[config.mk]
export PLATFORM = sky130hd
export DESIGN_NAME = cpu_out_uart_logger
export DESIGN_NICKNAME = d
export VERILOG_FILES = /design/src/rtl/cpu_log_pkg.sv /design/src/rtl/cpu_out_uart_logger_sync_fifo.sv /design/src/rtl/cpu_out_uart_logger.sv
export SDC_FILE = /design/constraint.sdc
export NUM_CORES = 1
export LEC_CHECK = 0
export ABC_AREA = 1
export BUFFER_PORTS_ARGS = -buffer_cell sky130_fd_sc_hd__clkbuf_2
export CAP_MARGIN = 10
export CORE_MARGIN = 2
export CORE_UTILIZATION = 45
export CTS_CLUSTER_DIAMETER = 80
export DETAILED_ROUTE_END_ITERATION = 10
export HOLD_SLACK_MARGIN = 0.1
export PLACE_DENSITY = 0.7
export SLEW_MARGIN = 20
export SYNTH_ARGS = -nofsm -noshare
export SYNTH_HDL_FRONTEND = slang
export SYNTH_HIERARCHICAL = 1
export SYNTH_SLANG_ARGS = --single-unit
[constraint.sdc]
create_clock -name CLK -period 7 [get_ports CLK]
set_input_delay 1.4 -clock CLK [delete_from_list [all_inputs] [get_ports CLK]]
set_output_delay 1.4 -clock CLK [all_outputs]
set_load 0.01 [all_outputs]
[src/rtl/cpu_log_pkg.sv]
// rtl/cpu_log_pkg.sv - shared types and constants for the cpu_out UART logger
package cpu_log_pkg;

  typedef enum logic [2:0] {IDLE, START, DATA, PARITY, STOP} tx_state_t;

  localparam logic IDLE_LEVEL = 1'b1;

endpackage

[src/rtl/cpu_out_uart_logger_sync_fifo.sv]
// rtl/cpu_out_uart_logger_sync_fifo.sv - sync_fifo: single-clock FIFO, push+pop legal when full
module sync_fifo #(
  parameter int DATA_W = 8,
  parameter int DEPTH  = 8
) (
  input  logic                       clk,
  input  logic                       resetn,
  input  logic                       push,
  input  logic [DATA_W-1:0]          din,
  input  logic                       pop,
  output logic [DATA_W-1:0]          dout,
  output logic                       full,
  output logic                       empty,
  output logic [$clog2(DEPTH):0]     count
);

  localparam int AW = $clog2(DEPTH);

  logic [DATA_W-1:0] mem [DEPTH];
  logic [AW-1:0]     wr_ptr;
  logic [AW-1:0]     rd_ptr;
  logic [AW:0]       cnt;
  logic              do_push;
  logic              do_pop;

  // When full, a same-edge pop frees the slot the push lands in.
  assign do_push = push && (!full || pop);
  assign do_pop  = pop && !empty;

  assign full  = (cnt == (AW+1)'(DEPTH));
  assign empty = (cnt == '0);
  assign count = cnt;
  assign dout  = mem[rd_ptr];

  always_ff @(posedge clk) begin
    if (resetn && do_push) begin
      mem[wr_ptr] <= din;
    end
  end

  always_ff @(posedge clk) begin
    if (!resetn) begin
      wr_ptr <= '0;
      rd_ptr <= '0;
      cnt    <= '0;
    end else begin
      if (do_push) wr_ptr <= wr_ptr + 1'b1;
      if (do_pop)  rd_ptr <= rd_ptr + 1'b1;
      if (do_push && !do_pop)      cnt <= cnt + 1'b1;
      else if (do_pop && !do_push) cnt <= cnt - 1'b1;
    end
  end

endmodule

[src/rtl/cpu_out_uart_logger.sv]
// rtl/cpu_out_uart_logger.sv - logs changes of cpu_out through a FIFO onto a UART tx line
// Optional even-parity bit after the data field when PARITY_EN is defined.
module cpu_out_uart_logger
  import cpu_log_pkg::*;
#(
  parameter int DATA_W       = 8,
  parameter int DEPTH        = 8,
  parameter int CLKS_PER_BIT = 4
) (
  input  logic                   CLK,
  input  logic                   reset,
  input  logic [DATA_W-1:0]      cpu_out,
  input  logic                   capture_en,
  output logic                   tx,
  output logic                   busy,
  output logic [$clog2(DEPTH):0] fifo_count,
  output logic                   overflow
);

  localparam int DIV_W = $clog2(CLKS_PER_BIT);
  localparam int BIT_W = $clog2(DATA_W + 1);

  logic [DATA_W-1:0] last_val;
  logic              first;
  logic              capture;
  logic              pop;
  logic              full;
  logic              empty;
  logic [DATA_W-1:0] fifo_dout;

  tx_state_t         state, state_d;
  logic [DIV_W-1:0]  div_cnt, div_d;
  logic [BIT_W-1:0]  bit_cnt, bit_d;
  logic [DATA_W-1:0] shreg, sh_d;
  logic              tx_d;
  logic              bit_end;
`ifdef PARITY_EN
  logic              par_bit, par_d;
`endif

  // Only new values are logged; the very first sample after reset always is.
  assign capture = capture_en && (first || (cpu_out != last_val));
  assign pop     = (state == IDLE) && !empty;

  sync_fifo #(.DATA_W(DATA_W), .DEPTH(DEPTH)) u_fifo (
    .clk    (CLK),
    .resetn (reset),
    .push   (capture),
    .din    (cpu_out),
    .pop    (pop),
    .dout   (fifo_dout),
    .full   (full),
    .empty  (empty),
    .count  (fifo_count)
  );

  always_ff @(posedge CLK) begin
    if (!reset) begin
      last_val <= '0;
      first    <= 1'b1;
      overflow <= 1'b0;
    end else if (capture) begin
      last_val <= cpu_out;
      first    <= 1'b0;
      if (full && !pop) overflow <= 1'b1;
    end
  end

  assign bit_end = (div_cnt == DIV_W'(CLKS_PER_BIT - 1));

  always_comb begin
    state_d = state;
    div_d   = div_cnt;
    bit_d   = bit_cnt;
    sh_d    = shreg;
`ifdef PARITY_EN
    par_d   = par_bit;
`endif
    if (state != IDLE) div_d = bit_end ? '0 : div_cnt + 1'b1;
    case (state)
      IDLE: begin
        if (!empty) begin
          state_d = START;
          sh_d    = fifo_dout;
          div_d   = '0;
`ifdef PARITY_EN
          par_d   = ^fifo_dout;
`endif
        end
      end
      START: begin
        if (bit_end) begin
          state_d = DATA;
          bit_d   = '0;
        end
      end
      DATA: begin
        if (bit_end) begin
          sh_d = shreg >> 1;
          if (bit_cnt == BIT_W'(DATA_W - 1)) begin
`ifdef PARITY_EN
            state_d = PARITY;
`else
            state_d = STOP;
`endif
          end else begin
            bit_d = bit_cnt + 1'b1;
          end
        end
      end
`ifdef PARITY_EN
      PARITY: if (bit_end) state_d = STOP;
`endif
      STOP: if (bit_end) state_d = IDLE;
      default: state_d = IDLE;
    endcase

    // tx is registered, so it is derived from the state being entered.
    case (state_d)
      START:   tx_d = ~IDLE_LEVEL;
      DATA:    tx_d = sh_d[0];
`ifdef PARITY_EN
      PARITY:  tx_d = par_d;
`endif
      default: tx_d = IDLE_LEVEL;
    endcase
  end

  always_ff @(posedge CLK) begin
    if (!reset) begin
      state   <= IDLE;
      div_cnt <= '0;
      bit_cnt <= '0;
      shreg   <= '0;
      tx      <= IDLE_LEVEL;
      busy    <= 1'b0;
`ifdef PARITY_EN
      par_bit <= 1'b0;
`endif
    end else begin
      state   <= state_d;
      div_cnt <= div_d;
      bit_cnt <= bit_d;
      shreg   <= sh_d;
      tx      <= tx_d;
      busy    <= (state_d != IDLE);
`ifdef PARITY_EN
      par_bit <= par_d;
`endif
    end
  end

endmodule
-- Word-level counts from Yosys, hierarchy flattened
Memories as Yosys holds them, arrays and structs flattened. A register that Yosys moved wholly into a read port is not among the register bits.
Cells that the tools add are included.
- register bits after elaboration: 39
- bits in writable memories: 64
- input port bits: 11
- output and inout port bits: 7
- word-level logic and storage cells: 82
- memories: 1
- memories (name ; depth ; width ; read ports ; clocked after memory_dff ; write ports ; RTL line ; text):
    u_fifo.mem ; 8 ; 8 ; 1 ; 1 ; 1 ; cpu_out_uart_logger_sync_fifo.sv:19 ; logic [DATA_W-1:0] mem [DEPTH];
- add/sub/neg operators: 6
- equality and inequality tests: 13
- multiplexer cells: 24
- reduce and logical (&&, ||, !) cells: 25
- operator list (operator ; number):
    2-to-1 mux 3 bit ; 7
    2-to-1 mux 4 bit ; 5
    2-to-1 mux 8 bit ; 2
    case mux 8 bit (2 select lines) ; 1
    case mux 3 bit (4 select lines) ; 1
    adder 4 x 1 -> 4 bit, second input constant ; 2
    logical AND 1 bit ; 8
    2-to-1 mux 2 bit ; 4
    != test 2 bit, second input constant ; 4
    != test 8 bit ; 1
    case mux 4 bit (2 select lines) ; 1
    adder 3 x 1 -> 3 bit, second input constant ; 2
    equality test 3 x 1 -> 1 bit, second input constant ; 2
    equality test 3 x 2 -> 1 bit, second input constant ; 2
    nonzero test 2 bit ; 3
    nonzero test 3 bit ; 2
    logical NOT 1 bit ; 5
    equality test 4 x 3 -> 1 bit, second input constant ; 1
    equality test 4 bit, second input constant ; 1
    logical NOT 4 bit ; 1
    AND reduction 4 bit ; 1
    subtractor 4 x 1 -> 4 bit, second input constant ; 1
    equality test 3 bit, second input constant ; 1
    logical NOT 3 bit ; 1
    7 further kinds ; 9

-- Logic depth before layout (Yosys ltp)
Gate-level depths: netlist of run 1.
- depth after elaboration: 9
- mapped depth: 19
- gate-level depth less buffers: 19

-- Modules after synthesis
Netlist of run 1, hierarchy kept.
- modules (own cells, without submodules) (module ; times used ; cells each ; area an instance (um^2) ; sequential area each (um^2)):
    sync_fifo ; 1 ; 307 ; 3255.6 ; 2182.1
    cpu_out_uart_logger ; 1 ; 210 ; 1427.6 ; 580.6

-- Worst setup path before layout of run 1
No wires, ideal clock.
- path type: input port to flip-flop
- from: in capture_en
- to: reg u_fifo.cnt[3] (netlist: u_fifo/count[3])
- library setup time: 0.109 ns
- arrival time: 3.453 ns
- required time: 6.891 ns
- setup slack: 3.438 ns
- stages: 13
- path buffers: 2
- path through: buf_2 -> buf_1 -> a21boi_0 -> nand2_1 -> inv_1 -> ha_1 -> inv_1 -> ha_1 -> or2_2 -> nand3_1 -> nand3_1 -> nand2_1 -> inv_1
- longest elaborated chain between the ends: 5
- elaborated cells between the ends (all ways): 7
- classes of those cells: mux: 1; reduce/logical: 6
- ends and longest elaborated chain (element ; RTL line ; text):
    from (decl) ; cpu_out_uart_logger.sv:13 ; input logic capture_en,
    logical AND 1 bit * ; cpu_out_uart_logger.sv:42 ; assign capture = capture_en && (first || (cpu_out != last_val));
    named net capture ; cpu_out_uart_logger.sv:25 ; logic capture;
    logical AND 1 bit * ; cpu_out_uart_logger_sync_fifo.sv:27 ; assign do_push = push && (!full || pop);
    named net u_fifo.do_push ; cpu_out_uart_logger_sync_fifo.sv:23 ; logic do_push;
    logical NOT 1 bit ; cpu_out_uart_logger_sync_fifo.sv:50 ; else if (do_pop && !do_push) cnt <= cnt - 1'b1;
    logical AND 1 bit ; cpu_out_uart_logger_sync_fifo.sv:50 ;
    nonzero test 2 bit (no line) ; - ;
    to (signal assigned) ; cpu_out_uart_logger_sync_fifo.sv:49 ; if (do_push && !do_pop) cnt <= cnt + 1'b1;
    to (signal assigned) ; cpu_out_uart_logger_sync_fifo.sv:50 ;
    to (decl) ; cpu_out_uart_logger_sync_fifo.sv:22 ; logic [AW:0] cnt;
Mark *: on every way through the listed nets, which the timed path passes. The rest lies on a longest branch.
A chain may end at the register's enable or synchronous reset.

-- Worst setup path in the final report of run 1
- from: in cpu_out[1]
- to: reg u_fifo.cnt[3] (netlist: u_fifo/count[3])
- longest elaborated chain between the ends: 7
- elaborated cells between the ends (all ways): 9
- classes of those cells: eq/ne: 1; mux: 1; reduce/logical: 7
- ends and longest elaborated chain (element ; RTL line ; text):
    from (decl) ; cpu_out_uart_logger.sv:12 ; input logic [DATA_W-1:0] cpu_out,
    != test 8 bit * ; cpu_out_uart_logger.sv:42 ;
    logical OR 1 bit * ; cpu_out_uart_logger.sv:42 ;
    logical AND 1 bit * ; cpu_out_uart_logger.sv:42 ;
    named net capture ; cpu_out_uart_logger.sv:25 ;
    logical AND 1 bit * ; cpu_out_uart_logger_sync_fifo.sv:27 ;
    named net u_fifo.do_push ; cpu_out_uart_logger_sync_fifo.sv:23 ;
    logical NOT 1 bit ; cpu_out_uart_logger_sync_fifo.sv:50 ;
    logical AND 1 bit ; cpu_out_uart_logger_sync_fifo.sv:50 ;
    nonzero test 2 bit (no line) ; - ;
Marks and branches as above.

==> load_flow_metrics.sql, run 1 <==
INSERT INTO impl_metrics (metric_group, metric, value, unit) VALUES
('drt', 'finalWirelength', '9300', 'um'),
('global_routing', 'wire_length_of_the_first_global_routing_pass', '15000', 'um'),
('timing', 'holdWs', '0.462', 'ns'),
('drt', 'met3_wirelength', '449', 'um'),
('setup_path', 'highest_cell_delay_on_the_worst_timing_path', '0.39', 'ns'),
('logic_synthesis', 'most_common_cell_in_the_synthesized_netlist', 'nand2_1', ''),
('drt', 'drc_markers', '0', ''),
('timing', 'timing.slew.headroom', '34.2', '%'),
('clock_network', 'cts_repair_resize_count', '0', ''),
('floorplan', 'floorplan.initialDensity', '45.8', '%'),
('timing', 'final_critical_path_setup_slack', '3.47', 'ns'),
('logic_synthesis', 'synth_adder_area_share', '2.30', '%'),
('setup_path', 'worstPathCellList', 'clkbuf_2, inv_1, or2_1, nand3_1, nor2_1, a21boi_0, nand2_1, inv_1, ha_1, inv_1, ha_1, or2_2, nand3_1, nand3_1, nand2_1, inv_1', ''),
('logic_synthesis', 'yosys-mux-area-fraction', '0.214', '%'),
('setup_path', 'critPathKind', 'in2reg', ''),
('setup_path', 'crit_top_cell', 'inv_1', ''),
('placed_design', 'place_area', '4810', 'um^2'),
('setup_path', 'reg2regPathDepth', '16', ''),
('placed_design', 'io_buffer_count', '17', ''),
('logic_synthesis', 'ys.flop_type', 'edfxtp_1', ''),
('min_path', 'whs_endpoint', 'overflow', ''),
('setup_path', 'r2r-end', 'u_fifo/count[3]', ''),
('global_routing', 'antenna_found_initial', '0', ''),
('drt', 'initialDrtViolationCount', '297', ''),
('timing', 'setup-tns-final', '0', 'ns'),
('clock_network', 'clock_sink_count', '106', ''),
('clock_network', 'cts_made_buffers', '9', ''),
('finish', 'layout_cell_share_with_drive_strength_beyond_1', '9.35', '%'),
('clock_network', 'cts_hold_buffers_added', '0', ''),
('placed_design', 'post-dp-hpwl', '6140', 'um'),
('finish', 'final_cell_area', '5030', 'um^2'),
('setup_path', 'critical_path.n_buffers_inverters', '5', ''),
('global_routing', 'grt_pass1_vias', '3193', ''),
('drt', 'wl_met2', '4570', 'um'),
('floorplan', 'fp-row-count', '37', ''),
('setup_path', 'path_delay_family', 'simple AND/OR/NAND/NOR gates', ''),
('outcome', 'status', 'complete, no violations', ''),
('setup_path', 'critical_path.max_fanout', '9', ''),
('setup_path', 'critical_path_arrival', '3.81', 'ns'),
('logic_synthesis', 'postSynthCellCount', '517', ''),
('floorplan', 'io-pin-count', '18', ''),
('floorplan', 'die_height', '106', 'um'),
('finish', 'nNetsFinal', '549', ''),
('timing', 'final_hold_viol_count', '0', ''),
('timing', 'worst-slew-pin-transition', '0.984', 'ns'),
('logic_synthesis', 'flip_flop_and_latch_count_after_synthesis', '106', ''),
('logic_synthesis', 'ys_types', '34', ''),
('timing', 'setup_viol_count_final', '0', ''),
('setup_path', 'worst_setup_path_start_kind', 'input pin', ''),
('clock_network', 'htree_num_levels', '3', ''),
('setup_path', 'reg2reg_from', 'u_fifo/count[0]', ''),
('global_routing', 'largest_net_degree_at_the_start_of_global_routing', '34', ''),
('pwr', 'pd_cells', '340', 'nW/um^2'),
('placed_design', 'place_inst', '655', ''),
('min_path', 'worst_hold_path.num_cells', '2', ''),
('setup_path', 'crit_required', '7.28', 'ns'),
('logic_synthesis', 'synth-compound-area-share', '8.71', '%'),
('clock_network', 'cts_setup_buffers', '0', ''),
('logic_synthesis', 'synth.cell_area', '4680', 'um^2'),
('logic_synthesis', 'synth_sequential_area_ratio', '59.0', '%'),
('placed_design', 'pre_cts_ws', '3.12', 'ns'),
('finish', 'layout.core_utilization', '49.2', '%'),
('logic_synthesis', 'post-synth-top-area-cell', 'edfxtp_1', ''),
('logic_synthesis', 'netlist_top_cells_area', 'edfxtp_1 41%, dfxtp_1 18%, nand2_1 8.7%, nor2_1 8.0%, inv_1 3.8%', ''),
('logic_synthesis', 'synth-async-reset-ratio', '0', '%'),
('drt', 'detail_route.first_pass.iterations', '4', ''),
('pwr', 'worst_ir_drop_vdd', '128', 'uV'),
('logic_synthesis', 'main_combinational_cell_family_by_area_after_synthesis', 'simple AND/OR/NAND/NOR gates', ''),
('global_routing', 'grtUsageTotal', '17.4', '%'),
('setup_path', 'critical_path.slowest_cell', 'a21boi_0', ''),
('logic_synthesis', 'xor_xnor_cell_area_share_of_the_yosys_netlist', '0.561', '%');
==> worst max-delay path by stage <==
stage / depth (start not counted) / slack, ns / end / start
after floorplan: 13 / 3.44 / u_fifo/count[3] / capture_en
after global placement: 16 / 3.20 / u_fifo/count[3] / cpu_out[1]
after detailed placement: 16 / 3.12 / u_fifo/count[3] / cpu_out[1]
after CTS: 16 / 3.51 / u_fifo/count[3] / cpu_out[1]
after global routing: 16 / 3.22 / u_fifo/count[3] / cpu_out[1]
final: 16 / 3.47 / u_fifo/count[3] / cpu_out[1]
==> routing by layer <==
layer,vias to the layer above,global-route usage (%)
met1,1559,21.0
met3,10,4.29
met5,-,0
li1,1722,-
met4,0,6.58
met2,65,30.0
==> worst register-to-register path: stages (launching register included) <==
cell and delay [ns]:
dfxtp_1 0.49, nor2_1 0.10, nand3_1 0.13, inv_1 0.11, nor2_4 0.33, inv_1 0.09
nand3_1 0.18, nand2_1 0.10, inv_1 0.14, ha_1 0.19, inv_1 0.10, ha_1 0.32
or2_2 0.31, nand3_1 0.08, nand3_1 0.07, nand2_1 0.06, inv_1 0.03
==> report_power, final <==
group	total (mW)	internal [mW]	switching [mW]
Clock	0.405	0.190	0.215
Combinational	0.522	0.178	0.344
Sequential	0.785	0.730	0.0557
==> flip-flops by register name, indices dropped and copies added (netlist names), named ones only <==
register       count
state              3
u_fifo/count       4
overflow           1
bit_cnt            4
u_fifo/mem        64
last_val           8
shreg              8
busy               1
u_fifo/rd_ptr      3
u_fifo/wr_ptr      3
div_cnt            2
tx                 1
first              1
==> area by class of cell <==
cell class,instances,area [um^2]
Sequential cell,106,2760
Tap cell,136,170
Fill cell,917,5200
Multi-Input combinational cell,344,1590
Clock buffer,10,149
Clock inverter,6,70.1
Timing Repair Buffer,18,92.6
Inverter,51,191
==> placed cells by master, fill, tap and decap left out, drive strengths merged <==
cell	n
nand2	114
nor2	106
edfxtp	64
inv	53
o21ai	48
dfxtp	42
clkbuf	27
nand3	24
a21oi	22
ha	7
a31oi	6
nor3	4
xor2	3
nand4	2
clkinvlp	2
or2	2
a21boi	1
a221oi	1
mux2i	1
clkinv	1
bufinv	1
nor4	1
nand3b	1
fa	1
buf	1
==> logic make-up (layout without fill, tap and decap cells) <==
group           Yosys count  in the layout
flops                   106            106
xor+xnor                  3              3
mux                       1              1
simple gates            254            254
fa+ha+maj                 8              8
buf+inv                  67             85
compound gates           78             78
No activity file was read; power rests on OpenSTA's default activity.
==> run 2: changes to the inputs <==
PLACE_DENSITY = 0.72   (was 0.7)
clock period = 2.8 ns   (was 7 ns; I/O delays follow)
==> run 2 against run 1 <==
Sequential share of layout area fell by 2.2 points. Sequential power is 150% higher. Global-route usage rose by 0.54 points. Sequential cell count is the same. Clock skew fell by 0.00077 ns. Register-to-register slack worse by 3.7 ns. Via count increased by 4.4%. Clock power increased to 2.9 times the previous value. Combinational power grew to 2.6 times the previous value. Clock-buffer cell count stayed put. Routed wire length rose by 3.6%. First-iteration DRC count shrank 35%.
==> load_flow_metrics.sql, run 2 (synthesis results as in run 1) <==
INSERT INTO impl_metrics (metric_group, metric, value, unit) VALUES
('floorplan', 'die_width', '106', 'um'),
('flow_run', 'max-cap-violations', '0', ''),
('finish', 'final_cell_area', '5240', 'um^2'),
('clock_network', 'cts_made_buffers', '9', ''),
('finish', 'multi_input_area', '1590', 'um^2'),
('floorplan', 'floorplan.initialDensity', '45.8', '%'),
('floorplan', 'fp-row-count', '37', ''),
('timing', 'final_critical_path_setup_slack', '0.344', 'ns'),
('finish', 'most_common_cell_after_layout_fill_and_taps_aside', 'nand2_1', ''),
('timing', 'timing.final.crit_period', '2.46', 'ns'),
('drt', 'route.antenna.remaining_nets', '0', ''),
('placed_design', 'place_area', '4980', 'um^2'),
('clock_network', 'worstSkewPairLatency', '0.38', 'ns'),
('placed_design', 'globalplace.congestion', '0.742', ''),
('floorplan', 'design.core.area', '10200', 'um^2'),
('setup_path', 'critPathKind', 'reg2reg', ''),
('clock_network', 'clock_sink_count', '106', ''),
('pwr', 'pd_cells', '859', 'nW/um^2'),
('global_routing', 'globalRouteOverflowTotal', '0', ''),
('setup_path', 'critical_path_end_type', 'flip-flop', ''),
('setup_path', 'reg2regPathDepth', '16', ''),
('finish', 'layout_cell_share_with_drive_strength_beyond_1', '12.9', '%'),
('global_routing', 'largest_net_degree_at_the_start_of_global_routing', '33', ''),
('pwr', 'total_leakage_power', '2.16', 'nW'),
('drt', 'post_drt_wl_per_cell', '13.9', 'um'),
('timing', 'setup_viol_count_final', '0', ''),
('global_routing', 'wire_length_of_the_first_global_routing_pass', '15500', 'um'),
('drt', 'vias', '3505', ''),
('clock_network', 'cts-root-buf', 'clkbuf_8', ''),
('floorplan', 'die_height', '106', 'um'),
('drt', 'detail_route.first_pass.iterations', '5', ''),
('global_routing', 'grtUsageTotal', '17.9', '%'),
('clock_network', 'cts_hold_buffers_added', '0', ''),
('clock_network', 'cts_repair_resize_count', '0', ''),
('timing', 'timing.slew.headroom', '59.8', '%'),
('finish', 'most-common-layout-cells', '109 x nand2_1, 100 x nor2_1, 64 x edfxtp_1, 48 x inv_1, 42 x dfxtp_1', ''),
('outcome', 'status', 'complete, no violations', ''),
('global_routing', 'grt_pass1_vias', '3329', ''),
('pwr', 'worst_ir_drop_vdd', '415', 'uV'),
('min_path', 'min_from', 'first', ''),
('placed_design', 'io_buffer_count', '17', ''),
('clock_network', 'cts_setup_buffers', '0', ''),
('global_routing', 'antenna_found_initial', '0', ''),
('finish', 'area.sequential', '2760', 'um^2'),
('drt', 'initialDrtViolationCount', '194', ''),
('setup_path', 'critical_path.max_fanout', '6', ''),
('placed_design', 'post-dp-hpwl', '6430', 'um'),
('clock_network', 'htree_num_levels', '3', ''),
('timing', 'final_hold_viol_count', '0', ''),
('setup_path', 'worst_setup_path_start_kind', 'flip-flop', ''),
('finish', 'largest_register_ffs', '64', ''),
('clock_network', 'cts_tree', 'done', ''),
('setup_path', 'reg2reg_from', 'u_fifo/count[0]', ''),
('drt', 'drc_markers', '0', ''),
('setup_path', 'crit_required', '3.09', 'ns'),
('setup_path', 'regToRegSetupSlack', '0.34', 'ns'),
('clock_network', 'clk_transition_reported_paths', '0.09', 'ns'),
('finish', 'biggest_registers_after_layout', 'u_fifo/mem: 64 flops, last_val: 8 flops, shreg: 8 flops', ''),
('timing', 'rsz0062_at_grt', 'no', ''),
('timing', 'timing.final.crit_share', '87.7', '%'),
('timing', 'holdWs', '0.473', 'ns'),
('finish', 'area_grow_syn2layout', '11.9', '%'),
('timing', 'setup-tns-final', '0', 'ns'),
('finish', 'antennaDiodeCount', '0', ''),
('floorplan', 'die-area', '11200', 'um^2'),
('drt', 'finalWirelength', '9630', 'um'),
('drt', 'avgViaCountPerCell', '5.05', ''),
('finish', 'largest_register_by_flop_count', 'u_fifo/mem', ''),
('setup_path', 'endpoint', 'u_fifo/count[3]', ''),
('floorplan', 'io-pin-count', '18', ''),
('setup_path', 'r2r-end', 'u_fifo/count[3]', ''),
('timing', 'slew_violations', '0', ''),
('clock_network', 'cts-root-to-sink-buffers', '2', ''),
('finish', 'fill_cells', '905', ''),
('min_path', 'holdCritPathClass', 'reg2reg', ''),
('timing', 'fmaxAchievable', '0.407', 'GHz'),
('timing', 'worst-slew-pin-transition', '0.603', 'ns'),
('setup_path', 'critical_path_arrival', '2.75', 'ns'),
('placed_design', 'pre_cts_ws', '-0.0719', 'ns'),
('finish', 'nNetsFinal', '572', ''),
('setup_path', 'setup.worst_path.start', 'u_fifo/count[0]', ''),
('timing', 'skew', '0.00840', 'ns');
==> run 2: where the power goes <==
part	total (mW)	internal [mW]	switching, mW	leakage (nW)
clock	1.18	0.681	0.501	0.130
combinational	1.37	0.487	0.881	1.10
sequential	1.95	1.82	0.130	0.924
==> run 2: how the worst min path moves through the flow <==
| stage | end | slack [ns] | cells past startpoint |
|---|---|---|---|
| floorplan | first | 0.43 | 2 |
| global placement | overflow | 0.44 | 2 |
| CTS | overflow | 0.47 | 2 |
| detailed placement | overflow | 0.45 | 2 |
| finish | first | 0.47 | 2 |
| global route | overflow | 0.50 | 2 |
==> run 2: final cells by class <==
cell class / count / share of cell area, %
Inverter: 51 / 3.65
Clock buffer: 10 / 2.43
Sequential cell: 106 / 52.7
Multi-Input combinational cell: 344 / 30.4
Tap cell: 136 / 3.25
Clock inverter: 6 / 2.48
Timing Repair Buffer: 41 / 5.06
==> run 2: routing by layer <==
layer  part of all wire (%)  up-vias  GRT usage (%)  routed length [um]
met4                    1.8        0           6.48                 171
met5                      0        -              0                   0
met1                     44     1658           22.1                4260
met2                     50       70           31.0                4810
li1                       -     1763              -                   -
met3                    4.2       14           3.92                 400
==> run 2: critical path: stages, from the launching register on <==
cell	delay (ns)
dfxtp_1	0.48
nor2_1	0.09
nand3_1	0.11
inv_1	0.10
nor2_4	0.12
inv_1	0.04
nand3_1	0.16
nand2_1	0.09
inv_1	0.09
ha_1	0.16
inv_1	0.06
ha_1	0.29
or2_2	0.32
nand3_1	0.09
nand3_1	0.07
nand2_1	0.06
inv_1	0.03
==> run 2: metrics by stage <==
stage                     total power, mW  util, %  cells
after floorplan                      3.05        -    517
after global placement               3.29     48.7    678
after detailed placement             3.35     48.7    678
after CTS                            4.52     51.2    694
after global routing                 4.80     51.2    694
final                                4.50     51.2    694
